## src/rtl/seg_pkg.sv

```systemverilog
// Shared types and constants for the seven-segment display path:
// converter states, special segment patterns and the digit glyph table.
package seg_pkg;

    typedef enum logic [1:0] {
        IDLE,
        CONV,
        COMMIT
    } conv_state_e;

    localparam logic [7:0] SEG_DASH = 8'hBF;
    localparam logic [7:0] SEG_OFF  = 8'hFF;

    // Active-low {dp,g,f,e,d,c,b,a}, dp kept dark
    localparam logic [7:0] SEG_TAB [10] = '{
        8'hC0, 8'hF9, 8'hA4, 8'hB0, 8'h99,
        8'h92, 8'h82, 8'hF8, 8'h80, 8'h90
    };

    function automatic logic [7:0] seg_code(input logic [3:0] d);
        if (d > 4'd9) begin
            return SEG_OFF;
        end
        return SEG_TAB[d];
    endfunction

    function automatic logic [3:0] dd_adj(input logic [3:0] n);
        return (n >= 4'd5) ? n + 4'd3 : n;
    endfunction

endpackage

```

## src/rtl/seg_scan_if.sv

```systemverilog
// Value/control inputs and display/status outputs of seg_scan.
// master drives num/blank; slave is the display block.
interface seg_scan_if;

    logic [7:0] num;
    logic       blank;
    logic       busy;
    logic [3:0] bcd_tens;
    logic [3:0] bcd_ones;
    logic       ovf;
    logic [7:0] seg_n;
    logic [1:0] dig_n;

    modport master (
        output num, blank,
        input  busy, bcd_tens, bcd_ones, ovf, seg_n, dig_n
    );

    modport slave (
        input  num, blank,
        output busy, bcd_tens, bcd_ones, ovf, seg_n, dig_n
    );

endinterface

```

## src/rtl/seg_bin2bcd.sv

```systemverilog
// Sequential double-dabble: captures a changed 8-bit value, shifts it
// through a 12-bit BCD scratch over 8 cycles, then commits the digits.
module seg_bin2bcd
    import seg_pkg::*;
(
    input  logic       clk,
    input  logic       rst,
    input  logic [7:0] num,
    output logic       busy,
    output logic [3:0] tens,
    output logic [3:0] ones,
    output logic       ovf
);

    conv_state_e state_q, state_d;
    logic [7:0]  last_num_q, last_num_d;
    logic [7:0]  bin_q, bin_d;
    logic [11:0] scr_q, scr_d;
    logic [11:0] scr_adj;
    logic [2:0]  iter_q, iter_d;
    logic [3:0]  tens_q, tens_d;
    logic [3:0]  ones_q, ones_d;
    logic        ovf_q, ovf_d;
    logic        busy_q, busy_d;

    always_comb begin
        state_d    = state_q;
        last_num_d = last_num_q;
        bin_d      = bin_q;
        scr_d      = scr_q;
        iter_d     = iter_q;
        tens_d     = tens_q;
        ones_d     = ones_q;
        ovf_d      = ovf_q;
        busy_d     = busy_q;
        scr_adj    = {dd_adj(scr_q[11:8]),
                      dd_adj(scr_q[7:4]),
                      dd_adj(scr_q[3:0])};
        unique case (state_q)
            IDLE: begin
                if (num != last_num_q) begin
                    last_num_d = num;
                    bin_d      = num;
                    scr_d      = '0;
                    iter_d     = '0;
                    busy_d     = 1'b1;
                    state_d    = CONV;
                end
            end
            CONV: begin
                {scr_d, bin_d} = {scr_adj, bin_q} << 1;
                if (iter_q == 3'd7) begin
                    state_d = COMMIT;
                end else begin
                    iter_d = iter_q + 3'd1;
                end
            end
            COMMIT: begin
                ones_d  = scr_q[3:0];
                tens_d  = scr_q[7:4];
                ovf_d   = (scr_q[11:8] != 4'd0);
                busy_d  = 1'b0;
                state_d = IDLE;
            end
            default: state_d = IDLE;
        endcase
    end

    always_ff @(posedge clk) begin
        if (rst) begin
            state_q    <= IDLE;
            last_num_q <= '0;
            bin_q      <= '0;
            scr_q      <= '0;
            iter_q     <= '0;
            tens_q     <= '0;
            ones_q     <= '0;
            ovf_q      <= 1'b0;
            busy_q     <= 1'b0;
        end else begin
            state_q    <= state_d;
            last_num_q <= last_num_d;
            bin_q      <= bin_d;
            scr_q      <= scr_d;
            iter_q     <= iter_d;
            tens_q     <= tens_d;
            ones_q     <= ones_d;
            ovf_q      <= ovf_d;
            busy_q     <= busy_d;
        end
    end

    assign busy = busy_q;
    assign tens = tens_q;
    assign ones = ones_q;
    assign ovf  = ovf_q;

endmodule

```

## src/rtl/seg_scan.sv

```systemverilog
// Two-digit multiplexed common-anode display driver with
// leading-zero blanking, overflow dash and global blank.
module seg_scan
    import seg_pkg::*;
#(
    parameter int SCAN_DIV = 50,
    parameter bit LZB      = 1'b1
) (
    input logic       clk,
    input logic       rst,
    seg_scan_if.slave bus
);

    localparam int CW = $clog2(SCAN_DIV);

    logic          busy;
    logic [3:0]    tens;
    logic [3:0]    ones;
    logic          ovf;
    logic [CW-1:0] scan_cnt_q, scan_cnt_d;
    logic          sel_q, sel_d;
    logic [7:0]    seg_q, seg_d;
    logic [1:0]    dig_q, dig_d;

    seg_bin2bcd u_bin2bcd (
        .clk  (clk),
        .rst  (rst),
        .num  (bus.num),
        .busy (busy),
        .tens (tens),
        .ones (ones),
        .ovf  (ovf)
    );

    always_comb begin
        scan_cnt_d = scan_cnt_q + CW'(1);
        sel_d      = sel_q;
        if (scan_cnt_q == CW'(SCAN_DIV - 1)) begin
            scan_cnt_d = '0;
            sel_d      = ~sel_q;
        end
        dig_d = sel_q ? 2'b01 : 2'b10;
        seg_d = seg_code(sel_q ? tens : ones);
        // blank beats overflow, overflow beats leading-zero blanking
        if (bus.blank) begin
            dig_d = 2'b11;
            seg_d = SEG_OFF;
        end else if (ovf) begin
            seg_d = SEG_DASH;
        end else if (LZB && sel_q && (tens == 4'd0)) begin
            dig_d = 2'b11;
            seg_d = SEG_OFF;
        end
    end

    always_ff @(posedge clk) begin
        if (rst) begin
            scan_cnt_q <= '0;
            sel_q      <= 1'b0;
            seg_q      <= SEG_OFF;
            dig_q      <= 2'b11;
        end else begin
            scan_cnt_q <= scan_cnt_d;
            sel_q      <= sel_d;
            seg_q      <= seg_d;
            dig_q      <= dig_d;
        end
    end

    assign bus.busy     = busy;
    assign bus.bcd_tens = tens;
    assign bus.bcd_ones = ones;
    assign bus.ovf      = ovf;
    assign bus.seg_n    = seg_q;
    assign bus.dig_n    = dig_q;

endmodule
```

## src/flat_wrapper.sv

```systemverilog
// flat-port wrapper written by rule: the top's interface ports become plain ports
module seg_scan_flat import seg_pkg::*;
#(
    parameter int SCAN_DIV = 50,
    parameter bit LZB      = 1'b1
)
  (clk, rst, bus_num, bus_blank, bus_busy, bus_bcd_tens, bus_bcd_ones, bus_ovf, bus_seg_n, bus_dig_n);
  seg_scan_if bus_i ();
  input logic clk;
  input logic rst;
  input wire logic [$bits(bus_i.num)-1:0] bus_num;
  input wire logic [$bits(bus_i.blank)-1:0] bus_blank;
  output wire logic [$bits(bus_i.busy)-1:0] bus_busy;
  output wire logic [$bits(bus_i.bcd_tens)-1:0] bus_bcd_tens;
  output wire logic [$bits(bus_i.bcd_ones)-1:0] bus_bcd_ones;
  output wire logic [$bits(bus_i.ovf)-1:0] bus_ovf;
  output wire logic [$bits(bus_i.seg_n)-1:0] bus_seg_n;
  output wire logic [$bits(bus_i.dig_n)-1:0] bus_dig_n;
  assign bus_i.num = bus_num;
  assign bus_i.blank = bus_blank;
  assign bus_busy = bus_i.busy;
  assign bus_bcd_tens = bus_i.bcd_tens;
  assign bus_bcd_ones = bus_i.bcd_ones;
  assign bus_ovf = bus_i.ovf;
  assign bus_seg_n = bus_i.seg_n;
  assign bus_dig_n = bus_i.dig_n;
  seg_scan #(.SCAN_DIV(SCAN_DIV), .LZB(LZB)) u_core (.clk(clk), .rst(rst), .bus(bus_i));
endmodule
```

## config.mk

```make
export PLATFORM = sky130hd
export DESIGN_NAME = seg_scan_flat
export DESIGN_NICKNAME = d
export VERILOG_FILES = /design/src/rtl/seg_pkg.sv /design/src/rtl/seg_scan_if.sv /design/src/rtl/seg_bin2bcd.sv /design/src/rtl/seg_scan.sv /design/src/flat_wrapper.sv
export SDC_FILE = /design/constraint.sdc
export NUM_CORES = 1
export LEC_CHECK = 0
export ABC_AREA = 1
export CAP_MARGIN = 25
export CORE_ASPECT_RATIO = 0.5
export CORE_MARGIN = 5
export CORE_UTILIZATION = 35
export DETAILED_ROUTE_END_ITERATION = 7
export DONT_BUFFER_PORTS = 1
export SYNTH_ARGS = -nofsm -noshare
export SYNTH_HDL_FRONTEND = slang
export SYNTH_SLANG_ARGS = --single-unit
export TNS_END_PERCENT = 30
```

## constraint.sdc

```tcl
create_clock -name clk -period 2.53 [get_ports clk]
set_clock_uncertainty 0.05 [all_clocks]
set_input_delay 0.506 -clock clk [delete_from_list [all_inputs] [get_ports clk]]
set_output_delay 0.506 -clock clk [all_outputs]
set_load 0.05 [all_outputs]
```

### After elaboration in Yosys (flattened, before gate mapping)

Memories as Yosys holds them, arrays and structs flattened.
Cells that the tools add are included.

* output and inout port bits: 20
* logic and storage cells: 75
* memory bits (writable): 0
* bits in latches: 0
* input bits: 11
* register bits: 60
* bits in read-only memories: 128
* memories: 1

Memory list
* (no name shown): depth 16, bits a word 8, rd ports 1, clocked after memory_dff 0, wr ports 0, RTL line seg_pkg.sv:24 `return SEG_TAB[d];`

* mux-type cells: 26
* divide/modulo/power cells: 0
* $lt $le $gt $ge: 5
* equality and inequality tests: 8
* reductions and logical operators: 14
* multiply operators: 0
* bitwise gates (word level): 2
* shift operators: 0
* $add $sub $neg: 5

Operators by type and width (number)
* 8-bit 2-to-1 mux: 5
* 12-bit one-hot mux with 2 select lines: 1
* 8-bit one-hot mux with 2 select lines: 1
* 7-bit 2-to-1 mux: 2
* 4-bit by 3-bit greater-or-equal comparator with 1-bit output, second input constant: 3
* 12-bit 2-to-1 mux: 1
* 4-bit 2-to-1 mux: 3
* 2-bit 2-to-1 mux: 5
* 3-bit 2-to-1 mux: 3
* 4-bit by 2-bit adder with 4-bit output, second input constant: 2
* 8-bit inequality test: 1
* 2-bit AND reduction: 4
* 6-bit by 1-bit adder with 6-bit output, second input constant: 1
* 6-bit == test, second input constant: 1
* 2-bit inequality test, second input constant: 3
* 3-bit one-hot mux with 2 select lines: 1
* 5-bit greater-or-equal comparator, second input constant: 1
* 4-bit NOT with 5-bit output: 1
* 4-bit > comparator, second input constant: 1
* 4-bit logical NOT: 1
* 2-bit one-hot mux with 2 select lines: 1
* 2-bit nonzero test: 2
* 4-bit nonzero test: 1
* 2-bit OR reduction: 2
* 12 further kinds: 13

### Depth between registers and ports, before layout

Gate-level depths: netlist of the first run.

* word-level depth: 8
* mapped depth: 11
* gate-level depth less buffers: 11

### Cells and area by module

A second synthesis of the first run with hierarchy kept.

* cell total of the unflattened synthesis: 388
* area total of the unflattened synthesis: 3110.5 um^2

Modules (own cells, without submodules)
* seg_bin2bcd: area each 2277.2 um^2, sequential area each 860.8 um^2, cells each 279, instances 1
* seg_scan: area each 833.3 um^2, sequential area each 320.3 um^2, cells each 109, instances 1

### Least setup slack after synthesis of the first run

Ideal clock, no wire load.

* path kind: reg2reg
* start point: register u_core.u_bin2bcd.tens_q[1], in the netlist u_core.u_bin2bcd.tens[1]
* end point: register u_core.seg_q[6], in the netlist u_core.bus.seg_n[6]
* path buffers: 0
* path slack: 507 ps
* period minus slack after synthesis: 2023 ps
* cell stages (with the launch flop): 10
* arrival time: 1853 ps
* data required time: 2360 ps
* library setup time: 120 ps
* path through: dfxtp_1 > or2_2 > o21ai_0 > inv_1 > ha_1 > or2_2 > o211ai_2 > nand2_1 > nand2_1 > nand2_1

* cells in the longest elaborated chain, start to end: 8
* elaborated cells between the ends (all ways): 12
* classes of those cells: order compare (1); mux (7); bitwise (1); reduce/logical (2); memory (1)

RTL lines
* start: declaration: RTL line seg_bin2bcd.sv:21 `logic [3:0] tens_q, tens_d;`
* start signal: assignment: RTL line seg_bin2bcd.sv:86 `tens_q <= tens_d;`
* 4-bit 2-to-1 mux: RTL line seg_scan.sv:43 `seg_d = seg_code(sel_q ? tens : ones);`
* 4-bit NOT with 5-bit output (not written as such): RTL line seg_pkg.sv:24
* memory read 16 x 8 bit
* 8-bit 2-to-1 mux (not written as such) (2 in a row): RTL line seg_pkg.sv:24
* 8-bit 2-to-1 mux: RTL line seg_pkg.sv:24
* 7-bit 2-to-1 mux (*): RTL line seg_scan.sv:50 `end else if (LZB && sel_q && (tens == 4'd0)) begin`
* 7-bit 2-to-1 mux (*): RTL line seg_scan.sv:48 `end else if (ovf) begin`
* end signal: assignment: RTL line seg_scan.sv:65 `seg_q <= seg_d;`
* end: declaration: RTL line seg_scan.sv:22 `logic [7:0] seg_q, seg_d;`

Mark *: on every way between the ends. The rest lies on a longest branch, timed or not. The select of a mux whose other input is x is not followed.
A chain may end at the register's enable or synchronous reset.

### Worst setup path in the final report of the first run

* start point: register u_core.sel_q
* end point: register u_core.seg_q[6], in the netlist u_core.bus.seg_n[6]

* cells in the longest elaborated chain, start to end: 8
* elaborated cells between the ends (all ways): 11
* classes of those cells: order compare (1); mux (7); bitwise (1); reduce/logical (1); memory (1)

RTL lines
* start: declaration: RTL line seg_scan.sv:21 `logic sel_q, sel_d;`
* start signal: assignment: RTL line seg_scan.sv:64 `sel_q <= sel_d;`
* 4-bit 2-to-1 mux: RTL line seg_scan.sv:43
* 4-bit NOT with 5-bit output (not written as such): RTL line seg_pkg.sv:24
* memory read 16 x 8 bit
* 8-bit 2-to-1 mux (not written as such) (2 in a row): RTL line seg_pkg.sv:24
* 8-bit 2-to-1 mux: RTL line seg_pkg.sv:24
* 7-bit 2-to-1 mux (*): RTL line seg_scan.sv:50
* 7-bit 2-to-1 mux (*): RTL line seg_scan.sv:48

Marks and branches as above.

==> out/results.md, run 1 <==
| Metric | This run | Unit |
| --- | --- | --- |
| Run status | completed | - |
| Vias in the first global route | 2118 | - |
| Port bufs | 0 | - |
| Fill cell instance count of the final layout | 812 | - |
| Post-synthesis instance area | 2780 | um2 |
| Worst hold slack | 0.194 | ns |
| Delay contributed by the slowest stage of the critical path | 0.46 | ns |
| M3 GR Usage | 6.40 | % |
| Area contributors post-synth | sky130_fd_sc_hd__dfxtp_1 42%, sky130_fd_sc_hd__nand2_1 11%, sky130_fd_sc_hd__nand3_1 8.1%, sky130_fd_sc_hd__a21oi_1 7.9%, sky130_fd_sc_hd__ha_1 7.2% | - |
| Sequential share of power | 43.1 | % |
| Gate count of the mapped netlist | 370 | - |
| Source of the worst register-to-register timing path | u_core.sel_q$_SDFFE_PP0P_ | - |
| Top library cells by usage in the layout, fill and taps aside | 81 x sky130_fd_sc_hd__nand2_1, 59 x sky130_fd_sc_hd__dfxtp_1, 45 x sky130_fd_sc_hd__nand3_1, 44 x sky130_fd_sc_hd__a21oi_1, 30 x sky130_fd_sc_hd__inv_1 | - |
| Static Leak | 1.31 | nW |
| Diode insertion count for antenna repair | 0 | - |
| Type of the worst setup path | reg2reg | - |
| Final wirelength | 5850 | um |
| Critical hold path startpoint | rst | - |
| Warning count from the yosys run | 0 | - |
| Data arrival at the endpoint of the critical path | 2.34 | ns |
| Met2 capacity usage during global routing | 19.9 | % |
| Half-perimeter wire length after detailed placement | 4040 | um |
| Final net count | 404 | - |
| Library cell occupying the most area in the post-synthesis netlist | sky130_fd_sc_hd__dfxtp_1 | - |
| Post-synthesis net count | 397 | - |
| Relative slew margins | 54.8 | % |
| Worst skew pair latency | 0.33 | ns |
| Maximum number of pins on one net before global-route repair | 35 | - |
| Total of max-cap violations | 0 | - |
| Psw | 0.528 | mW |
| Total congestion overflow after global routing | 0 | - |
| Count of hold buffers inserted by post-cts repair | 0 | - |
| Hold Fails Final Rpt | 0 | - |
| Slowest stage cell, crit path | sky130_fd_sc_hd__dfxtp_1 | - |
| Final standard cell area without fillers | 3220 | um2 |
| Class of the most critical hold timing path | in2reg | - |
| Total setup buffers inserted after CTS | 0 | - |
| Area added between synthesis and finish | 15.8 | % |
| Clock edge transition at the registers on the reported setup and hold paths | 0.05 | ns |
| Number of antenna-violating nets in the routed design | 0 | - |
| Std cell rows | 23 | - |
| Clock tree from TritonCTS | done | - |
| Tcrit/Tclk final | 86.4 | % |
| Maximum fanout along the worst path | 7 | - |
| Pre-Repair DR Iteration Count | 4 | - |
| Worst setup EP type | flip-flop | - |
| Final setup margin | 0.344 | ns |
| Yosys cell types | 28 | - |
| CTS sink cnt | 59 | - |
| Standard cell area after detailed placement | 2930 | um2 |
| Setup TNS | 0 | ns |
| Total track usage | 12.8 | % |
| Fraction of power consumed by the clock network | 51.1 | % |
| Dpl ws | 0.359 | ns |
| Routed wire per std cell | 11.9 | um |
| Fin crit period | 2.19 | ns |
| Kind of start point of the critical path | flip-flop | - |
| Area share of the largest cell type after synthesis | 42.5 | % |
| Clock Path Buffers | 2 | - |
| Total core area | 7860 | um2 |
| Startpoint of the most critical setup path | u_core.sel_q$_SDFFE_PP0P_ | - |
| Number of antenna violations at the first check in global routing | 0 | - |
| CTS Root Cell | sky130_fd_sc_hd__clkbuf_16 | - |
| Seq/Total Area, Yosys | 42.5 | % |
| Area enclosed by the die boundary | 9940 | um2 |
| Fraction of layout cells with a size suffix above 1 | 9.19 | % |
| Most common library cell in the layout ignoring fill and taps | sky130_fd_sc_hd__nand2_1 | - |
| Die width | 136 | um |
| Cell with the most instances on the worst path | sky130_fd_sc_hd__nand2_1 | - |
| Final Util | 41.0 | % |
| Synthesized flop and latch total | 59 | - |
| Post-route DRC violation count | 0 | - |
| RSZ-0062 raised after global routing | false | - |
| Slew @ Worst Pin | 0.671 | ns |
| Mean post-synth cell area | 7.52 | um2 |
| Die extent in y | 73.0 | um |
| Critical path cell sequence | inv_2 -> or2_2 -> o21ai_0 -> inv_1 -> ha_1 -> or2_2 -> o211ai_2 -> nand2_1 -> nand2_1 -> nand2_1 | - |
| Internal portion of total power | 1.82 | mW |
| IR Drop Worst-Case VDD | 0.291 | mV |
| Initial Utilization | 35.4 | % |
| Final setup violation count | 0 | - |
| GR met1 Demand/Resource | 15.1 | % |
| Fraction of power spent switching nets | 22.5 | % |
| Required time reported for the critical path endpoint | 2.68 | ns |
| Total via count after detailed routing | 2310 | - |
| # resized after CTS | 0 | - |
| # IOs | 31 | - |
| Wire length of the first global-routing pass | 9790 | um |
| Drt initial violations | 110 | - |
| Total number of H-tree levels | 3 | - |
| TritonCTS Buffers | 9 | - |
| Most utilized layer in the global route result | met2 | - |
| Combinational cell fraction of total power | 5.9 | % |
| Final-report max-slew violation count | 0 | - |
| Timing-limited maximum frequency | 457 | MHz |
| Power per unit of standard cell area | 730 | nW/um2 |
| Final weighted congestion of routability-driven global placement | 0.756 | - |
| Average via count per standard cell | 4.69 | - |
-- state kept, by name, summed over array words and instances, names as in the netlist --
register                     count
u_core.bus.dig_n                 2
u_core.bus.seg_n                 7
u_core.scan_cnt_q                6
u_core.sel_q                     1
u_core.u_bin2bcd.bin_q           8
u_core.u_bin2bcd.busy            1
u_core.u_bin2bcd.iter_q          3
u_core.u_bin2bcd.last_num_q      8
u_core.u_bin2bcd.ones            4
u_core.u_bin2bcd.ovf             1
u_core.u_bin2bcd.scr_q          12
u_core.u_bin2bcd.state_q         2
u_core.u_bin2bcd.tens            4
-- routing by layer --
metal	vias to the layer above	wire (um)	part of all wire (%)
li1	1236	-	-
met1	1026	2830	48
met2	40	2490	43
met3	8	428	7.3
met4	0	90	1.5
met5	-	0	0
-- metrics by stage --
step / cells / power [mW]
after detailed placement: 478 / 1.17
after floorplan: 370 / 1.15
after global placement: 478 / 1.17
final: 493 / 2.35
after CTS: 493 / 2.39
after global routing: 493 / 2.45
-- worst paths after layout --
| path | end | slack, ns | cells past startpoint |
|---|---|---|---|
| worst max register to register | u_core.bus.seg_n[6]$_SDFF_PP1_ | 0.34 | 10 |
| worst min-delay path | u_core.u_bin2bcd.scr_q[10]$_SDFFE_PP0P_ | 0.19 | 1 |
| worst max-delay path | u_core.bus.seg_n[6]$_SDFF_PP1_ | 0.34 | 10 |
| worst min register to register | u_core.u_bin2bcd.last_num_q[1]$_SDFFE_PP0P_ | 0.42 | 2 |
-- synthesized netlist by cell type (all sizes together) --
cell type  count
a41oi          1
nor4           1
ha            16
xnor2          7
nand3         45
buf            8
o21ai         29
nand2         83
a21oi         45
nor2          21
o21a           1
dfxtp         59
nand4          4
o211ai         1
conb           1
inv           32
clkbuf         6
or2            5
xor2           4
clkinv         1
-- power by group through the flow --
stage	clock network [mW]	logic, mW	registers, mW
2_1_floorplan	0	0.122	1.03
3_3_place_gp	0	0.137	1.03
3_5_place_dp	0	0.140	1.03
4_1_cts	1.24	0.141	1.01
5_1_grt	1.28	0.160	1.02
6_report	1.20	0.138	1.01
-- worst max-delay path: cells and delay by family (launching register included) --
| family | cells | cell delay [ns] |
|---|---|---|
| and+or+nand+nor | 5 | 0.75 |
| DFF | 1 | 0.46 |
| AOI/OAI and AO/OA | 2 | 0.32 |
| buffers and inverters | 2 | 0.25 |
| adders and majority gates | 1 | 0.22 |
-- cells by family after synthesis --
kind of cell	synth area share [%]
AND/OR/NAND/NOR	24.6
AO/OA/AOI/OAI	15.2
flip-flops	42.5
buffers and inverters	7.02
adder cells (fa/ha/maj)	7.20
XOR/XNOR	3.46
other	0.135
-- cell type report --
| cell class | count | area [um2] | area share [%] |
|---|---|---|---|
| tap | 112 | 140 | 4.35 |
| sequential | 59 | 1180 | 36.7 |
| timing repair buffer | 10 | 75.1 | 2.33 |
| multi-input combinational | 264 | 1410 | 43.6 |
| clock inverter | 2 | 35.0 | 1.09 |
| clock buffer | 13 | 260 | 8.08 |
| inverter | 33 | 124 | 3.85 |
Note: power is estimated with default switching activity, not from simulation.
==> inputs of run 2 (changes only) <==
Settings changed: CORE_MARGIN 5 to 3, CORE_UTILIZATION 35 to 62, PLACE_DENSITY set to 0.78.
==> out/results.md, run 2 (synthesis results as in run 1) <==
| Metric | This run | Unit |
| --- | --- | --- |
| Worst setup EP type | flip-flop | - |
| Final Util | 74.4 | % |
| Routed wire per std cell | 13.0 | um |
| Tcrit/Tclk final | 86.4 | % |
| Required time reported for the critical path endpoint | 2.70 | ns |
| Data arrival at the endpoint of the critical path | 2.36 | ns |
| Count of hold buffers inserted by post-cts repair | 0 | - |
| Worst hold slack | 0.177 | ns |
| IR Drop Worst-Case VDD | 0.486 | mV |
| Area enclosed by the die boundary | 5370 | um2 |
| Total number of H-tree levels | 3 | - |
| Final setup violation count | 0 | - |
| Number of antenna violations at the first check in global routing | 0 | - |
| Die width | 101 | um |
| Final weighted congestion of routability-driven global placement | 0.936 | - |
| Top library cells by usage in the layout, fill and taps aside | 81 x sky130_fd_sc_hd__nand2_1, 59 x sky130_fd_sc_hd__dfxtp_1, 45 x sky130_fd_sc_hd__nand3_1, 44 x sky130_fd_sc_hd__a21oi_1, 30 x sky130_fd_sc_hd__inv_1 | - |
| Overall power of the completed layout | 2.03 | mW |
| Area added between synthesis and finish | 9.72 | % |
| # IOs | 31 | - |
| Half-perimeter wire length after detailed placement | 3890 | um |
| Static Leak | 1.27 | nW |
| Most common library cell in the layout ignoring fill and taps | sky130_fd_sc_hd__nand2_1 | - |
| Timing-limited maximum frequency | 458 | MHz |
| Fill cell instance count of the final layout | 312 | - |
| Total track usage | 23.2 | % |
| Class of the most critical hold timing path | in2reg | - |
| Type of the worst setup path | reg2reg | - |
| Cell with the most instances on the worst path | sky130_fd_sc_hd__nand2_1 | - |
| Slew @ Worst Pin | 0.615 | ns |
| Maximum fanout along the worst path | 7 | - |
| Port bufs | 0 | - |
| Final wirelength | 5640 | um |
| Slowest stage cell, crit path | sky130_fd_sc_hd__dfxtp_1 | - |
| Initial Utilization | 67.8 | % |
| Average via count per standard cell | 5.42 | - |
| Diode insertion count for antenna repair | 0 | - |
| Fraction of layout cells with a size suffix above 1 | 8.92 | % |
| Clock Path Buffers | 2 | - |
| Flip-flop count of the largest register, all copies and words added | 12 | - |
| TritonCTS Buffers | 9 | - |
| Post-route DRC violation count | 0 | - |
| Wire length of the first global-routing pass | 9430 | um |
| Kind of start point of the critical path | flip-flop | - |
| Register Area | 1180 | um2 |
| Std cell rows | 16 | - |
| CTS sink cnt | 59 | - |
| Total core area | 4100 | um2 |
| Total via count after detailed routing | 2358 | - |
| Combined area of the multi-input logic cells | 1410 | um2 |
| Clock tree from TritonCTS | done | - |
| Maximum number of pins on one net before global-route repair | 35 | - |
| RSZ-0062 raised after global routing | false | - |
| CTS Root Cell | sky130_fd_sc_hd__clkbuf_8 | - |
| Final-report max-slew violation count | 0 | - |
| Final net count | 403 | - |
| Setup TNS | 0 | ns |
| Pre-Repair DR Iteration Count | 5 | - |
| Vias in the first global route | 2121 | - |
| # resized after CTS | 0 | - |
| Register with the most flip-flops | u_core.u_bin2bcd.scr_q | - |
| Clock edge transition at the registers on the reported setup and hold paths | 0.06 | ns |
| Total congestion overflow after global routing | 0 | - |
| Total setup buffers inserted after CTS | 0 | - |
| Die extent in y | 53.4 | um |
| Worst skew pair latency | 0.34 | ns |
| Fin crit period | 2.19 | ns |
| Delay contributed by the slowest stage of the critical path | 0.47 | ns |
| Relative slew margins | 58.6 | % |
| Hold Fails Final Rpt | 0 | - |
| Drt initial violations | 71 | - |
| Total of max-cap violations | 0 | - |
| Number of antenna-violating nets in the routed design | 0 | - |
| Critical path cell sequence | inv_2 -> or2_2 -> o21ai_0 -> inv_1 -> ha_1 -> or2_2 -> o211ai_2 -> nand2_1 -> nand2_1 -> nand2_1 | - |
| Top flop regs | u_core.u_bin2bcd.scr_q (12), u_core.u_bin2bcd.bin_q (8), u_core.u_bin2bcd.last_num_q (8) | - |
| Run status | completed | - |
| Power per unit of standard cell area | 666 | nW/um2 |
==> run 2: path summary, 6_finish.rpt <==
check	cells past startpoint	slack, ns	end	from
max reg2reg	10	0.34	u_core.bus.seg_n[6]$_SDFF_PP1_	u_core.sel_q$_SDFFE_PP0P_
min	1	0.18	u_core.u_bin2bcd.scr_q[10]$_SDFFE_PP0P_	rst
min reg2reg	2	0.42	u_core.u_bin2bcd.last_num_q[4]$_SDFFE_PP0P_	u_core.u_bin2bcd.last_num_q[4]$_SDFFE_PP0P_
max	10	0.34	u_core.bus.seg_n[6]$_SDFF_PP1_	u_core.sel_q$_SDFFE_PP0P_
==> run 2: stage by stage <==
step                      setup WS (ns)  instances  area [um2]
final                             0.345        435        3050
after global routing              0.200        435        3050
after CTS                         0.341        435        3050
after detailed placement          0.360        419        2850
after global placement            0.458        419        2850
after floorplan                   0.507        370        2780
==> run 2: critical path: cells and delay by family, from the launching register on <==
family	cells	cell delay, ns
and+or+nand+nor	5	0.76
DFF	1	0.47
AOI/OAI and AO/OA	2	0.31
buffers and inverters	2	0.26
adders and majority gates	1	0.22
==> run 2: final cells by class <==
class / count / share of cell area (%)
multi-input combinational: 264 / 46.0
sequential: 59 / 38.7
clock buffer: 15 / 5.78
inverter: 33 / 4.06
timing repair buffer: 9 / 2.21
tap: 54 / 2.21
clock inverter: 1 / 0.984
==> run 2: routing by layer <==
layer / vias to the layer above / GRT usage [%] / share of wire, % / wire length [um]
met5: - / 0 / 0 / 0
met4: 0 / 7.16 / 1.1 / 63
met3: 8 / 12.4 / 7.6 / 427
met2: 51 / 38.1 / 44 / 2460
met1: 1069 / 26.3 / 48 / 2700
li1: 1230 / - / - / -
==> run 2: where the power goes <==
part | switching, mW | total [mW] | internal, mW
logic | 0.0851 | 0.135 | 0.0503
registers | 0.0473 | 1.01 | 0.964
clock network | 0.349 | 0.886 | 0.537
total | 0.481 | 2.03 | 1.55
